===== src/rtl/lock_ctrl_pkg.sv =====
// Shared definitions for the keypad lock: key codes, FSM state encoding and
// the factory password.
package lock_ctrl_pkg;

  typedef enum logic [1:0] {
    ST_IDLE    = 2'd0,
    ST_OPEN    = 2'd1,
    ST_SETPW   = 2'd2,
    ST_LOCKOUT = 2'd3
  } lock_state_t;

  localparam logic [3:0] KEY_CLEAR = 4'hA;
  localparam logic [3:0] KEY_ENTER = 4'hB;
  localparam logic [3:0] KEY_CLOSE = 4'hC;
  localparam logic [3:0] KEY_SET   = 4'hD;

  // First digit lives in the most significant nibble.
  localparam logic [15:0] DEF_PASSWORD = 16'h1234;

  function automatic logic is_digit(input logic [3:0] code);
    return code <= 4'd9;
  endfunction

endpackage


===== src/rtl/lock_ctrl_timer.sv =====
// Lockout down-counter. A start pulse loads the count; busy stays high until
// the count drains to zero.
module lock_timer #(
  parameter int CYCLES = 1000
) (
  input  logic clk,
  input  logic rst,
  input  logic start,
  output logic busy
);

  localparam int CW = $clog2(CYCLES + 1);
  // start arrives one cycle after the FSM enters lockout, and the FSM acts on
  // busy one edge later, so two cycles of the window are spent outside the count.
  localparam logic [CW-1:0] LOAD = CW'(CYCLES - 2);

  logic [CW-1:0] cnt;

  always_ff @(posedge clk or negedge rst) begin
    if (!rst) begin
      cnt <= '0;
    end else if (start) begin
      cnt <= LOAD;
    end else if (cnt != '0) begin
      cnt <= cnt - CW'(1);
    end
  end

  assign busy = (cnt != '0);

endmodule


===== src/rtl/lock_ctrl.sv =====
// Keypad lock controller: FSM, digit entry buffer, password compare and
// password change, with a timed lockout after repeated wrong entries.
module lock_ctrl
  import lock_ctrl_pkg::*;
#(
  parameter int                  PW_LEN      = 4,
  parameter int                  MAX_TRIES   = 3,
  parameter int                  LOCK_CYCLES = 1000,
  parameter logic [4*PW_LEN-1:0] DEFAULT_PW  = DEF_PASSWORD
) (
  input  logic        clk,
  input  logic        rst,
  input  logic        key_valid,
  input  logic [3:0]  key_code,
  output logic        open,
  output logic        err_pulse,
  output logic        alarm,
  output logic [2:0]  digit_cnt,
  output lock_state_t state_dbg
);

  // key_valid is a single-cycle strobe with no backpressure: every cycle it is
  // high, key_code is consumed (or deliberately ignored) on that clk edge.

  localparam int         PW_W = 4 * PW_LEN;
  localparam int         EW   = $clog2(MAX_TRIES + 1);
  localparam logic [2:0] FULL = 3'(PW_LEN);

  lock_state_t      state;
  logic [PW_W-1:0]  entry_buf;
  logic [PW_W-1:0]  password;
  logic [EW-1:0]    err_cnt;
  logic             timer_start;
  logic             timer_busy;
  logic             entry_match;

  assign entry_match = (digit_cnt == FULL) && (entry_buf == password);
  assign state_dbg   = state;

  lock_timer #(
    .CYCLES (LOCK_CYCLES)
  ) u_timer (
    .clk   (clk),
    .rst   (rst),
    .start (timer_start),
    .busy  (timer_busy)
  );

  always_ff @(posedge clk or negedge rst) begin
    if (!rst) begin
      state       <= ST_IDLE;
      open        <= 1'b0;
      alarm       <= 1'b0;
      err_pulse   <= 1'b0;
      digit_cnt   <= 3'd0;
      entry_buf   <= '0;
      err_cnt     <= '0;
      timer_start <= 1'b0;
      password    <= DEFAULT_PW;
    end else begin
      err_pulse   <= 1'b0;
      timer_start <= 1'b0;
      if (state == ST_LOCKOUT) begin
        if (!timer_start && !timer_busy) begin
          state <= ST_IDLE;
          alarm <= 1'b0;
        end
      end else if (key_valid) begin
        if (is_digit(key_code)) begin
          if (digit_cnt != FULL) begin
            entry_buf <= PW_W'({entry_buf, key_code});
            digit_cnt <= digit_cnt + 3'd1;
          end
        end else begin
          case (key_code)
            KEY_CLEAR: begin
              entry_buf <= '0;
              digit_cnt <= 3'd0;
            end
            KEY_ENTER: begin
              if (state == ST_IDLE) begin
                entry_buf <= '0;
                digit_cnt <= 3'd0;
                if (entry_match) begin
                  state   <= ST_OPEN;
                  open    <= 1'b1;
                  err_cnt <= '0;
                end else begin
                  err_pulse <= 1'b1;
                  if (err_cnt == EW'(MAX_TRIES - 1)) begin
                    state       <= ST_LOCKOUT;
                    alarm       <= 1'b1;
                    err_cnt     <= '0;
                    timer_start <= 1'b1;
                  end else begin
                    err_cnt <= err_cnt + EW'(1);
                  end
                end
              end else if (state == ST_SETPW) begin
                // A short entry returns to OPEN without touching the password.
                if (digit_cnt == FULL) begin
                  password <= entry_buf;
                end
                state     <= ST_OPEN;
                entry_buf <= '0;
                digit_cnt <= 3'd0;
              end
            end
            KEY_CLOSE: begin
              if (state == ST_OPEN || state == ST_SETPW) begin
                state     <= ST_IDLE;
                open      <= 1'b0;
                entry_buf <= '0;
                digit_cnt <= 3'd0;
              end
            end
            KEY_SET: begin
              if (state == ST_OPEN) begin
                state     <= ST_SETPW;
                entry_buf <= '0;
                digit_cnt <= 3'd0;
              end
            end
            default: ;
          endcase
        end
      end
    end
  end

endmodule


===== config.mk =====
export PLATFORM = sky130hd
export DESIGN_NAME = lock_ctrl
export DESIGN_NICKNAME = d
export VERILOG_FILES = /design/src/rtl/lock_ctrl_pkg.sv /design/src/rtl/lock_ctrl_timer.sv /design/src/rtl/lock_ctrl.sv
export SDC_FILE = /design/constraint.sdc
export NUM_CORES = 1
export LEC_CHECK = 0
export BUFFER_PORTS_ARGS = -buffer_cell sky130_fd_sc_hd__buf_4
export CORE_AREA = 5 5 83 85
export DETAILED_ROUTE_END_ITERATION = 10
export DIE_AREA = 0 0 88 90
export PLACE_DENSITY = 0.74
export SYNTH_ARGS = -nofsm -noshare
export SYNTH_HDL_FRONTEND = slang
export SYNTH_SLANG_ARGS = --single-unit

===== constraint.sdc =====
create_clock -name clk -period 2.95 [get_ports clk]
set_input_delay 0.59 -clock clk [delete_from_list [all_inputs] [get_ports clk]]
set_output_delay 0.59 -clock clk [all_outputs]
set_load 0.01 [all_outputs]

Word-level counts from Yosys, hierarchy flattened --
Index checks and enable logic that the tools add are counted.
Operators by class: equality and inequality tests 25, $add $sub $neg 3, reductions and logical operators 21, bitwise logic cells 3, order comparisons 1, multiplexer cells 54
Operators by type and width (count):
- $mux 16 | 6
- $pmux 16 s4 | 1
- $reduce_and 7->1 | 4
- $mux 1 | 24
- $mux 2 | 12
- $mux 10 | 2
- $mux 3 | 6
- $eq 16x16->1 | 1
- $eq 4x4->1 const B | 4
- $ne 3x3->1 const B | 5
- $pmux 3 s4 | 1
- $reduce_bool 2->1 | 6
- $reduce_bool 10->1 | 1
- $sub 10x1->10 const B | 1
- $ne 2x2->1 const B | 4
- $ne 4x4->1 const B | 2
- $reduce_and 8->1 | 1
- $eq 2x2->1 const B | 3
- $ne 2x1->1 const B | 3
- $pmux 2 s3 | 1
- $ne 5x5->1 const B | 1
- $reduce_and 5->1 | 1
- $reduce_bool 5->1 | 1
- $le 4x4->1 const B | 1
- other kinds (11) | 15
Word-level totals: word-level logic and storage cells 117, bits in registers 53

Depth between registers and ports, before layout --
depth in word-level cells 8, depth in mapped cells 8

Modules after synthesis --
Synthesis repeated with hierarchy kept, for this count alone.
Second synthesis, totals: cells, all modules 266, area total of the unflattened synthesis 2793.9 µm²
Modules (own cells, without submodules):
- lock_ctrl | area an instance 2232.1 µm², times used 1, seq. area each 1082.3 µm², cells each 210
- lock_timer | area an instance 561.8 µm², times used 1, seq. area each 250.2 µm², cells each 56

Least setup slack after synthesis --
No wires, ideal clock.
path kind input port to flip-flop, from input key_code[3], to register password[10], path slack 0.671 ns, buffers on the path 4, library setup time 0.128 ns, cell stages on the path 8, data arrival time 2.151 ns, path through buf_2 > and4b_1 > buf_6 > nand2_1 > or4_1 > buf_2 > buf_2 > mux2_1
Between the ends: longest elaborated chain between the ends 3
RTL lines:
- start: declaration | line lock_ctrl.sv:14 | input logic [3:0] key_code,
- $le 4x4->1 | line lock_ctrl_pkg.sv:21 | return code <= 4'd9;
- $not 1->1 (no line)
- $reduce_and 7->1 (no line) (*)
- end signal: assignment | line lock_ctrl.sv:102 | password <= entry_buf;
- end: declaration | line lock_ctrl.sv:31 | logic [PW_W-1:0] password;
Every way passes the cells marked *; elsewhere a longest branch is shown, timed or not. A chain may end at the register's enable or synchronous reset.

Final worst setup path --
from register u_timer.cnt[0], to register state[0] (netlist: state_dbg[0])
Between the ends: longest elaborated chain between the ends 5
RTL lines:
- start: declaration | line lock_ctrl_timer.sv:17 | logic [CW-1:0] cnt;
- start signal: assignment | line lock_ctrl_timer.sv:25 | cnt <= cnt - CW'(1);
- $reduce_bool 10->1 | line lock_ctrl_timer.sv:29 | assign busy = (cnt != '0);
- $logic_not 1->1 | line lock_ctrl.sv:64 | if (!timer_start && !timer_busy) begin
- $logic_and 1x1->1 | line lock_ctrl.sv:64
- $ne 2x1->1 (no line)
- $reduce_and 8->1 (no line)
- end signal: assignment | line lock_ctrl.sv:65 | state <= ST_IDLE;
- end signal: assignment | line lock_ctrl.sv:85 | state <= ST_OPEN;
- end signal: assignment | line lock_ctrl.sv:91 | state <= ST_LOCKOUT;
- end: declaration | line lock_ctrl.sv:29 | lock_state_t state;
Every way passes these cells.

==> run metrics <==
Register-to-Register Path Depth=7; cell types with the largest area share after synthesis=sky130_fd_sc_hd__dfrtp_1 (43%), sky130_fd_sc_hd__mux2_1 (6.4%), sky130_fd_sc_hd__xor2_1 (5.9%); global-route wire length before repair=approximately 9000 um; Min-Delay Path Class=in2async; number of optimization iterations in the first detailed-route pass=4; worst setup slack after placement=421 ps; worst slew slack as a fraction of its limit=between 40% and 50%; P&R area growth vs syn=8.46%; postcts setup bufs=0; Clock Path Buffers=2; cell type with the largest total area after synthesis=sky130_fd_sc_hd__dfrtp_1; wire per inst=~14 um; Post-synth EDFFs=0; antenna violations before repair=0; count of hold-fix buffers inserted at cts=0; Pwr Density=~830 nW/um^2; Via density=around 5.3; Gate Count Post-Synth=between 200 and 300; remaining global-route overflow=0; minimum period implied by the final worst setup slack=between 2000 and 2500 ps; largest fanout of any net on the critical path=3; list of cells traversed by the critical path=inv_1, ha_1, or4b_4, nor4_2, o211ai_1, or3_4, mux2_4; element type at the critical path end=register; reg-to-reg critical path endpoint=state_dbg[0]; count of different cell masters after synthesis=between 50 and 60; placeable core region=just over 6000 um^2; DRC viols=0; result of the run=finished clean; post-synth design cell area=2810 um^2; H-tree lvl count=2; number of max-slew violations in the final report=0; startpoint of the worst register-to-register path=u_timer.cnt[0]; area enclosed by the die boundary=~8000 um^2; critical path's largest stage delay=470 ps; routability-driven placement congestion ratio=between 0.9 and 1; number of clock sinks=53; Antenna Violating Nets Remaining=0; RSZ-0062 raised after global routing=no; synthesized net count=around 290; number of global-route vias before repair=~1900; worst-case vdd ir drop=between 0.0004 and 0.0005 V; insertion delay of the later-clocked pin in the worst-skew pair=300 ps; via count of the routed design=about 1900; total design power=2530 uW; number of I/O port buffers=14; R2R setup slack=600 ps; maximum clock rate=between 400 and 500 MHz; initial cell density of the core=between 40% and 50%; overall track demand over capacity in global routing=14.0%; Least-Margin Pin Slew=~770 ps; ratio of cells with drive above 1 in the final layout=between 10% and 20%; die height=about 90 um; CTS clk-pin slew, worst paths=approximately 90 ps; number of DRC markers in iteration 0=75; CP startpoint kind=register; largest clock skew in the final design=between 8 and 9 ps; Yosys reg bits=53; number of diodes=0; Crit-path slowest cell=sky130_fd_sc_hd__or4b_4; Chip Width=88 um; synthesized area divided by synthesized cell count=between 10 and 15 um^2; aggregate negative setup slack=0 ps; hold slack final=around 330 ps; top cells by instance count after synthesis=sky130_fd_sc_hd__dfrtp_1 (48), sky130_fd_sc_hd__nand2_1 (40), sky130_fd_sc_hd__o21ai_1 (23); Final Cycle Share=79.7%; leak pwr=between 0.001 and 0.0015 uW; crit path kind=reg2reg; top-level I/O count=15; number of nets in the layout=300; leading register cell type out of synthesis=sky130_fd_sc_hd__dfrtp_1; # rows=29; Total Routed Length=5090 um; Worst Slack Setup Final=approximately 600 ps; Setup Viol. Count Final=0; WP data required=between 3000 and 4000 ps; count of endpoints failing hold in the final timing report=0; Yosys Warn Count=0; maximum capacitance violations=0; most frequently used cell type in the post-synthesis netlist=sky130_fd_sc_hd__dfrtp_1; number of buffers created by CTS=5; clock tree root driver cell=sky130_fd_sc_hd__clkbuf_8; CTS tree=yes; WP data arrival=around 2500 ps; Seq/Total Area, Yosys=47.4%; Util after Layout=between 40 and 50%; detailed-placement wirelength estimate=roughly 3700 um; pin count of the biggest net entering global routing=54; share of flip-flops with an asynchronous set or reset=100%; cells resized by post-CTS repair=0; area share of the largest cell type after synthesis=42.8%
## through the flow
stage | instances | area [um^2]
after floorplan | 272 | 2810
after global placement | 354 | 2960
after detailed placement | 354 | 2960
after CTS | 362 | 3050
after global routing | 362 | 3050
final | 362 | 3050
## layout make-up
class                      instances  area [um^2]
fill                             569         3090
multi-input combinational        197         1370
sequential                        53         1330
timing repair buffer              16          120
tap                               77         96.3
clock buffer                       6         72.6
inverter                          11         41.3
clock inverter                     2         10.0
## report_power, final
| part | total (uW) | switching, uW | internal [uW] |
|---|---|---|---|
| combinational | 969 | 528 | 440 |
| sequential | 1170 | 239 | 932 |
| clock | 388 | 223 | 165 |
| total | 2530 | 990 | 1540 |
## registers in the layout, summed over array words and instances, names as in the netlist
signal       cells
password        16
timer_start      1
u_timer.cnt     10
alarm            1
entry_buf       16
state_dbg        2
err_pulse        1
err_cnt          2
digit_cnt        3
open             1
## worst max-delay path by stage
stage	start	endpoint	slack [ps]	cells after the start
CTS	u_timer.cnt[0]	state_dbg[0]	610	7
global route	state_dbg[0]	password[8]	510	4
floorplan	key_code[3]	password[10]	670	8
detailed placement	key_code[2]	password[8]	420	5
global placement	key_code[2]	password[11]	470	5
finish	u_timer.cnt[0]	state_dbg[0]	600	7
## metal layers
| metal | vias to the layer above | track usage, % | part of all wire (%) |
|---|---|---|---|
| met5 | - | 0 | 0 |
| met4 | 0 | 2.69 | 0.63 |
| met3 | 2 | 3.29 | 3.1 |
| met2 | 21 | 23.0 | 49 |
| met1 | 930 | 18.7 | 47 |
| li1 | 959 | - | - |
## cell families after synthesis
logic type               count (synthesis)  synth area share (%)
AND/OR/NAND/NOR                        105                  21.2
flip-flops                              53                  47.4
AO/OA/AOI/OAI                           45                  10.2
buffers and inverters                   22                  3.65
XOR/XNOR                                21                  6.55
multiplexers                            17                  6.95
adder cells (fa/ha/maj)                  9                  4.01
## critical path, delay by kind of cell, from the launching register on
kind | cells | cell delay (ps)
AND/OR/NAND/NOR | 3 | 1110
flip-flops | 1 | 410
multiplexers | 1 | 310
adder cells (fa/ha/maj) | 1 | 160
AO/OA/AOI/OAI | 1 | 160
buffers and inverters | 1 | 90
## cell usage in the layout, fill, tap and decap left out, types with 2 or more instances in the layout
cell type and instances:
sky130_fd_sc_hd__nor3_1 4, sky130_fd_sc_hd__dfrtp_1 48, sky130_fd_sc_hd__nor2_1 16, sky130_fd_sc_hd__buf_4 16
sky130_fd_sc_hd__a31oi_1 3, sky130_fd_sc_hd__nor4_1 2, sky130_fd_sc_hd__a21oi_1 4, sky130_fd_sc_hd__o211ai_1 2
sky130_fd_sc_hd__a22o_1 2, sky130_fd_sc_hd__inv_1 11, sky130_fd_sc_hd__nand3_1 5, sky130_fd_sc_hd__o31ai_1 2
sky130_fd_sc_hd__xor2_1 19, sky130_fd_sc_hd__clkbuf_8 5, sky130_fd_sc_hd__ha_1 9, sky130_fd_sc_hd__o21ai_1 23
sky130_fd_sc_hd__nand2b_1 8, sky130_fd_sc_hd__nand2_1 40, sky130_fd_sc_hd__or3_1 3, sky130_fd_sc_hd__xnor2_1 2
sky130_fd_sc_hd__mux2_1 16, sky130_fd_sc_hd__o31a_1 2, sky130_fd_sc_hd__nor4_2 3, sky130_fd_sc_hd__clkinv_2 2
sky130_fd_sc_hd__nand4_1 2, sky130_fd_sc_hd__dfstp_2 5, sky130_fd_sc_hd__nor2b_1 2
Power figures use the tool's default switching activity.
